`config.mk`:
```
export PLATFORM = sky130hd
export DESIGN_NAME = gpi_debounce_ctrl
export DESIGN_NICKNAME = d
export VERILOG_FILES = /design/src/rtl/gpi_debounce_ctrl.sv
export SDC_FILE = /design/constraint.sdc
export NUM_CORES = 1
export LEC_CHECK = 0
export ABC_AREA = 1
export CORE_MARGIN = 3
export CORE_UTILIZATION = 56
export DETAILED_ROUTE_END_ITERATION = 6
export GPL_TIMING_DRIVEN = 1
export PLACE_DENSITY = 0.8
export SLEW_MARGIN = 20
export SYNTH_ARGS = -nofsm -noshare
export SYNTH_HDL_FRONTEND = slang
export SYNTH_SLANG_ARGS = --single-unit
```
`constraint.sdc`:
```
create_clock -name clk_sys_i -period 1.8 [get_ports clk_sys_i]
set_input_delay 0.27 -clock clk_sys_i [delete_from_list [all_inputs] [get_ports clk_sys_i]]
set_output_delay 0.27 -clock clk_sys_i [all_outputs]
set_load 0.02 [all_outputs]
```
`src/rtl/gpi_debounce_ctrl.sv`:
```
// Conditions raw board switch/button inputs for the GPI port. Each bit is
// synchronised, debounced on a shared prescaled sample tick, and produces
// rise/fall pulses that latch into write-1-to-clear pending bits feeding one
// aggregated interrupt line.
//
// Ports:
//   clk_sys_i   system clock
//   rst_sys_ni  asynchronous active-low reset
//   gp_raw_i    raw asynchronous pin levels
//   gp_o        debounced stable levels
//   rise_o      one-cycle pulse per bit on an accepted 0->1 change
//   fall_o      one-cycle pulse per bit on an accepted 1->0 change
//   irq_en_i    per-bit enable for setting the pending bit
//   clear_i     per-bit write-1-to-clear strobe for pending_o
//   pending_o   latched edge events
//   irq_o       OR-reduction of pending_o
module gpi_debounce_ctrl #(
    parameter int unsigned Width       = 8,
    parameter int unsigned SyncStages  = 2,
    parameter int unsigned TickDiv     = 1000,
    parameter int unsigned StableTicks = 20
) (
    input  logic             clk_sys_i,
    input  logic             rst_sys_ni,
    input  logic [Width-1:0] gp_raw_i,
    output logic [Width-1:0] gp_o,
    output logic [Width-1:0] rise_o,
    output logic [Width-1:0] fall_o,
    input  logic [Width-1:0] irq_en_i,
    input  logic [Width-1:0] clear_i,
    output logic [Width-1:0] pending_o,
    output logic             irq_o
);

    localparam int unsigned PW = (TickDiv > 1) ? $clog2(TickDiv) : 1;
    localparam int unsigned CW = $clog2(StableTicks + 1);
    localparam logic [PW-1:0] PRESC_MAX = PW'(TickDiv - 1);
    localparam logic [CW-1:0] CNT_LAST  = CW'(StableTicks - 1);

    typedef enum logic {
        ST_STABLE = 1'b0,
        ST_CAND   = 1'b1
    } state_e;

    logic [Width-1:0] sync_q [SyncStages];
    logic [Width-1:0] sync_d [SyncStages];
    logic [Width-1:0] sync_c;

    logic [PW-1:0]    presc_q, presc_d;
    logic             tick_c;

    state_e           state_q [Width];
    state_e           state_d [Width];
    logic [CW-1:0]    cnt_q   [Width];
    logic [CW-1:0]    cnt_d   [Width];

    logic [Width-1:0] gp_q, gp_d;
    logic [Width-1:0] rise_q, rise_d;
    logic [Width-1:0] fall_q, fall_d;
    logic [Width-1:0] pending_q, pending_d;

    // Input synchroniser chain; the last stage is the only one consumed.
    always_comb begin
        sync_d[0] = gp_raw_i;
        for (int k = 1; k < SyncStages; k++) begin
            sync_d[k] = sync_q[k-1];
        end
    end

    assign sync_c = sync_q[SyncStages-1];

    // Free-running sample prescaler; tick marks the terminal count.
    always_comb begin
        tick_c  = (presc_q == PRESC_MAX);
        presc_d = tick_c ? '0 : presc_q + PW'(1);
    end

    // Per-bit STABLE/CANDIDATE debounce; a matching sample aborts a candidate.
    always_comb begin
        logic [CW-1:0] cnt_eff;
        cnt_eff = '0;
        gp_d    = gp_q;
        rise_d  = '0;
        fall_d  = '0;
        for (int i = 0; i < Width; i++) begin
            state_d[i] = state_q[i];
            cnt_d[i]   = cnt_q[i];
            if (tick_c) begin
                if (sync_c[i] == gp_q[i]) begin
                    cnt_d[i]   = '0;
                    state_d[i] = ST_STABLE;
                end else begin
                    cnt_eff = (state_q[i] == ST_CAND) ? cnt_q[i] : '0;
                    if (cnt_eff >= CNT_LAST) begin
                        gp_d[i]    = sync_c[i];
                        rise_d[i]  = sync_c[i];
                        fall_d[i]  = ~sync_c[i];
                        cnt_d[i]   = '0;
                        state_d[i] = ST_STABLE;
                    end else begin
                        cnt_d[i]   = cnt_eff + CW'(1);
                        state_d[i] = ST_CAND;
                    end
                end
            end
        end
    end

    // Pending bits: a new enabled edge takes priority over a same-cycle clear.
    always_comb begin
        pending_d = (pending_q & ~clear_i) | ((rise_q | fall_q) & irq_en_i);
    end

    always_ff @(posedge clk_sys_i or negedge rst_sys_ni) begin
        if (!rst_sys_ni) begin
            for (int k = 0; k < SyncStages; k++) begin
                sync_q[k] <= '0;
            end
            presc_q <= '0;
            for (int i = 0; i < Width; i++) begin
                state_q[i] <= ST_STABLE;
                cnt_q[i]   <= '0;
            end
            gp_q      <= '0;
            rise_q    <= '0;
            fall_q    <= '0;
            pending_q <= '0;
        end else begin
            for (int k = 0; k < SyncStages; k++) begin
                sync_q[k] <= sync_d[k];
            end
            presc_q <= presc_d;
            for (int i = 0; i < Width; i++) begin
                state_q[i] <= state_d[i];
                cnt_q[i]   <= cnt_d[i];
            end
            gp_q      <= gp_d;
            rise_q    <= rise_d;
            fall_q    <= fall_d;
            pending_q <= pending_d;
        end
    end

    assign gp_o      = gp_q;
    assign rise_o    = rise_q;
    assign fall_o    = fall_q;
    assign pending_o = pending_q;
    // Pure OR of registered bits so the line tracks pending_o in the same cycle.
    assign irq_o     = |pending_q;

endmodule

```
Word level (Yosys, flattened, before mapping)

Index checks and enable logic that the tools add are counted.

Register bits after elaboration: 106
Bits of input ports: 26
Output and inout bits: 33

Add/subtract/negate cells: 9
Magnitude comparators: 8
Eq/ne operators: 9
Mux-type cells: 89
Bitwise gates (word level): 21
Reductions and logical operators: 9

Operators by type and width:

| operator              | number |
|---|---|
| $mux 5                | 24 |
| $mux 1                | 64 |
| $add 5x1->5 const B   | 8 |
| $ge 5x5->1 const B    | 8 |
| $reduce_and 3->1      | 8 |
| $and 8x8->8           | 2 |
| $not 1->1             | 16 |
| $or 8x8->8            | 2 |
| $add 10x1->10 const B | 1 |
| $eq 10x10->1 const B  | 1 |
| $mux 10               | 1 |
| $eq 1x1->1            | 8 |
| $not 8->8             | 1 |
| $reduce_or 8->1       | 1 |

Depth between registers and ports, before layout

Word-level depth: 5
Gate-level depth with buffers: 11
Mapped depth without buffers: 11

Worst setup path after synthesis

Ideal clock, no wire load.

Path kind: register -> register
From: register state_q[0] (netlist name)
To: register cnt_q[0] (netlist name)
Arrival time: 1.467 ns
Required time: 1.733 ns
Slack: 0.267 ns
Cell stages (with the launch flop): 9
Buffers on the path: 0
Cell sequence: dfrtp_1 > nand2_1 > inv_1 > ha_1 > inv_1 > nand3_1 > o21ai_0 > nand3_1 > nand2_1

Cells in the longest elaborated chain, start to end: 4

RTL lines:

| element                                   | line    | text |
|---|---|---|
| start, declared                           | 52      | `state_e state_q [Width];` |
| start signal, assigned by index           | 134     | `state_q[i] <= state_d[i];` |
| $mux 5 *                                  | 93      | `cnt_eff = (state_q[i] == ST_CAND) ? cnt_q[i] : '0;` |
| $add 5x1->5 or $ge 5x5->1 (tied branches) | 101, 94 |  |
| $mux 5 *                                  | 94      | `if (cnt_eff >= CNT_LAST) begin` |
| $mux 5 *                                  | 89      | `if (sync_c[i] == gp_q[i]) begin` |
| end signal, assigned by index             | 135     | `cnt_q[i] <= cnt_d[i];` |
| end, declared                             | 54      | `logic [CW-1:0] cnt_q [Width];` |

Every way passes the cells marked *; elsewhere a longest branch is shown, timed or not.
A chain may end at the register's enable or synchronous reset.

Final worst setup path

From: register gp_q[6], in the netlist gp_o[6]
To: output gp_o[6]

RTL lines:

| element                | line | text |
|---|---|---|
| start, declared        | 57   | `logic [Width-1:0] gp_q, gp_d;` |
| start signal, assigned | 137  | `gp_q <= gp_d;` |
| end, declared          | 26   | `output logic [Width-1:0] gp_o,` |

No word-level cell between the ends.

==> impl_metrics.toml <==
[timing]
hold_viol_final = 0
drv_slew = 0
timing.fmax_mhz = 588
finalSetupViolations = 0
relSlewSlack_pct = 70.0
worstMarginPinSlew_ns = 0.445
fin_setup_tns_ns = 0
period_needed_ns = 1.70
finalCritPeriodShare_pct = 94.5
clock_skew_ns = 0.0159

[synth]
ys_warn_count = 0
synthTopCellsByArea = "dfrtp_1 53%, nand2_1 16%, nand3_1 6.7%"
postSynthNetCount = 654
syn_avg_cell_area_sq_um = 8.05
synth_area_sq_um = 4980
synth_cells = 619
synth_top_area_cell = "dfrtp_1"
yosysSeqAreaShare_pct = 53.2
ys_types = 20
synth_top_area_share_pct = 53.2
ys_ff_latch = 106

[floorplan]
core_region_area_sq_um = 8420
die-width_um = 100
rows = 33
initial_utilization_pct = 59.2
die_height_um = 100
io_pins = 59
dieArea_sq_um = 10100

[global_route]
grt_pass1_wl_mm = 17.8
overflow = 0
grt.total_usage_pct = 21.9
grt_pass1_vias = 4186
grt_start_max_net_pins = 61
grt_antenna_before_repair = 0

[clocking]
cts_buffer_depth = 2
cts-root-buf = "clkbuf_8"
clk_latency_ns = 0.37
cts-buffers-inserted = 9
cts_tree = "done"
htreeDepth = 3
cts.sinks = 106
path_clk_slew_ns = 0.10

[detailed_routing]
postRouteAntennaNets = 0
num_vias = 4232
drt_pass1_iterations = 4
drt_iter0_markers = 168
totalWireLength_mm = 10.5
drcViolationCount = 0
via_per_inst = 5.17
drt-wirelength-per-cell_um = 12.9

[finish]
areaGrowthSynthToFinish_pct = 23.4
fin_nets = 743
post-route-util_pct = 73.0
layout_common_cells = "211 x nand2_1, 105 x dfrtp_1, 83 x inv_1"
nFillCells = 616
drive_above_1_share_pct = 7.29
final_common_cell = "nand2_1"
insertedDiodeCount = 0

[hold_path]
hold_class = "in -> async"

[setup_path]
reg2reg_slack_ns = 0.13
start_kind = "register"
path_cells = "clkdlybuf4s50_1"
cp.depth = 1
required_ns = 1.53
worstSetupPathType = "reg -> out"
cp_top_family = "buffers and inverters"
cpMaxStageDelayCell = "clkdlybuf4s50_1"
worstReg2RegEnd = "cnt_q[24]$_DFFE_PN0P_"
end_kind = "output port"
max_stage_delay_ns = 0.63
cp_num_buf_inv = 1
worst-path-max-fanout = 3
r2r_start = "presc_q[0]$_DFF_PN0_"
cp.arrival_ns = 1.43
worst_r2r_path_depth = 9

[placement]
io_buffers = 58
dp_hpwl_mm = 7.48
place_congestion = 0.830

[power]
irDropWorstVdd_mv = 0.493
power_density_nw_per_um2 = 633
leakage_uw = 0.00334

[flow_run]
cap_violations = 0

[status]
status = "finished clean"
[final cells by class]
class,instances,area (sq um),area share (%)
Sequential cell,106,2650,43.1
Multi-Input combinational cell,424,2030,33.0
Timing Repair Buffer,84,838,13.6
Inverter,83,312,5.06
Clock buffer,11,151,2.46
Tap cell,105,131,2.14
Clock inverter,5,37.5,0.610
[what timing repair did]
item / 4_1_cts / 5_1_grt
pin swaps: 0 / 2
cloned: 0 / 1
resized for setup: 4 / 10
hold endpoints to repair: 37 / 0
setup buffers: 0 / 3
endpoints found under the setup margin: 1 / 51
hold buffers: 1 / 0
[report_power, final]
part           internal (uW)  switching [uW]  total [uW]
Clock                    584             784        1370
Combinational           62.6            54.7         117
Sequential              2400            12.1        2410
[synth_stat cells]
master,n
nor3_1,2
nand3b_1,8
a31oi_1,1
ha_1,9
nand4_1,12
nand3_1,67
nor2_1,54
nor4_1,2
or2_2,1
buf_2,2
nand2_1,211
o21bai_1,8
dfrtp_1,106
inv_1,83
a21oi_1,2
xnor2_1,8
clkbuf_1,4
xor2_1,11
nand3_2,1
o21ai_0,27
[layer usage]
layer | global-route usage [%] | vias up | part of all wire (%)
met5 | 0 | - | 0
met4 | 7.88 | 0 | 1.9
met3 | 4.24 | 19 | 3.7
met2 | 37.4 | 81 | 51
met1 | 27.8 | 2006 | 44
li1 | - | 2126 | -
[logic make-up after synthesis]
kind of cell,count (synthesis),share of synthesized area [%]
xor+xnor,19,3.34
fa+ha+maj,9,2.26
flops,106,53.2
simple gates,358,30.2
compound gates,38,4.24
buf+inv,89,6.75
[worst max-delay path by stage]
stage	from	to	slack, ns
2_1_floorplan	state_q[0]$_DFFE_PN0P_	cnt_q[0]$_DFFE_PN0P_	0.27
3_3_place_gp	pending_o[6]$_DFF_PN0_	irq_o	0.13
3_5_place_dp	presc_q[0]$_DFF_PN0_	cnt_q[8]$_DFFE_PN0P_	0.07
4_1_cts	pending_o[6]$_DFF_PN0_	irq_o	0.03
5_1_grt	presc_q[0]$_DFF_PN0_	cnt_q[17]$_DFFE_PN0P_	-0.04
6_report	gp_o[6]$_DFFE_PN0P_	gp_o[6]	0.1
[registers in the layout, indices dropped and copies added (netlist names)]
name,flops
pending_o,8
fall_o,8
sync_c,8
rise_o,8
cnt_q,40
presc_q,10
sync_d,8
gp_o,8
state_q,8
[stage by stage]
stage / hold WS (ns) / setup WS (ns) / total power, uW / instance area (sq um) / std cells
global placement: 0.130 / 0.130 / 2570 / 5880 / 797
global route: 0.270 / -0.0381 / 4060 / 6150 / 818
floorplan: -0.0256 / 0.267 / 2460 / 4980 / 619
finish: 0.280 / 0.0993 / 3890 / 6150 / 818
detailed placement: 0.131 / 0.0697 / 2580 / 5880 / 797
CTS: 0.272 / 0.0252 / 3940 / 6090 / 814
Note: power is estimated with default switching activity, not from simulation.
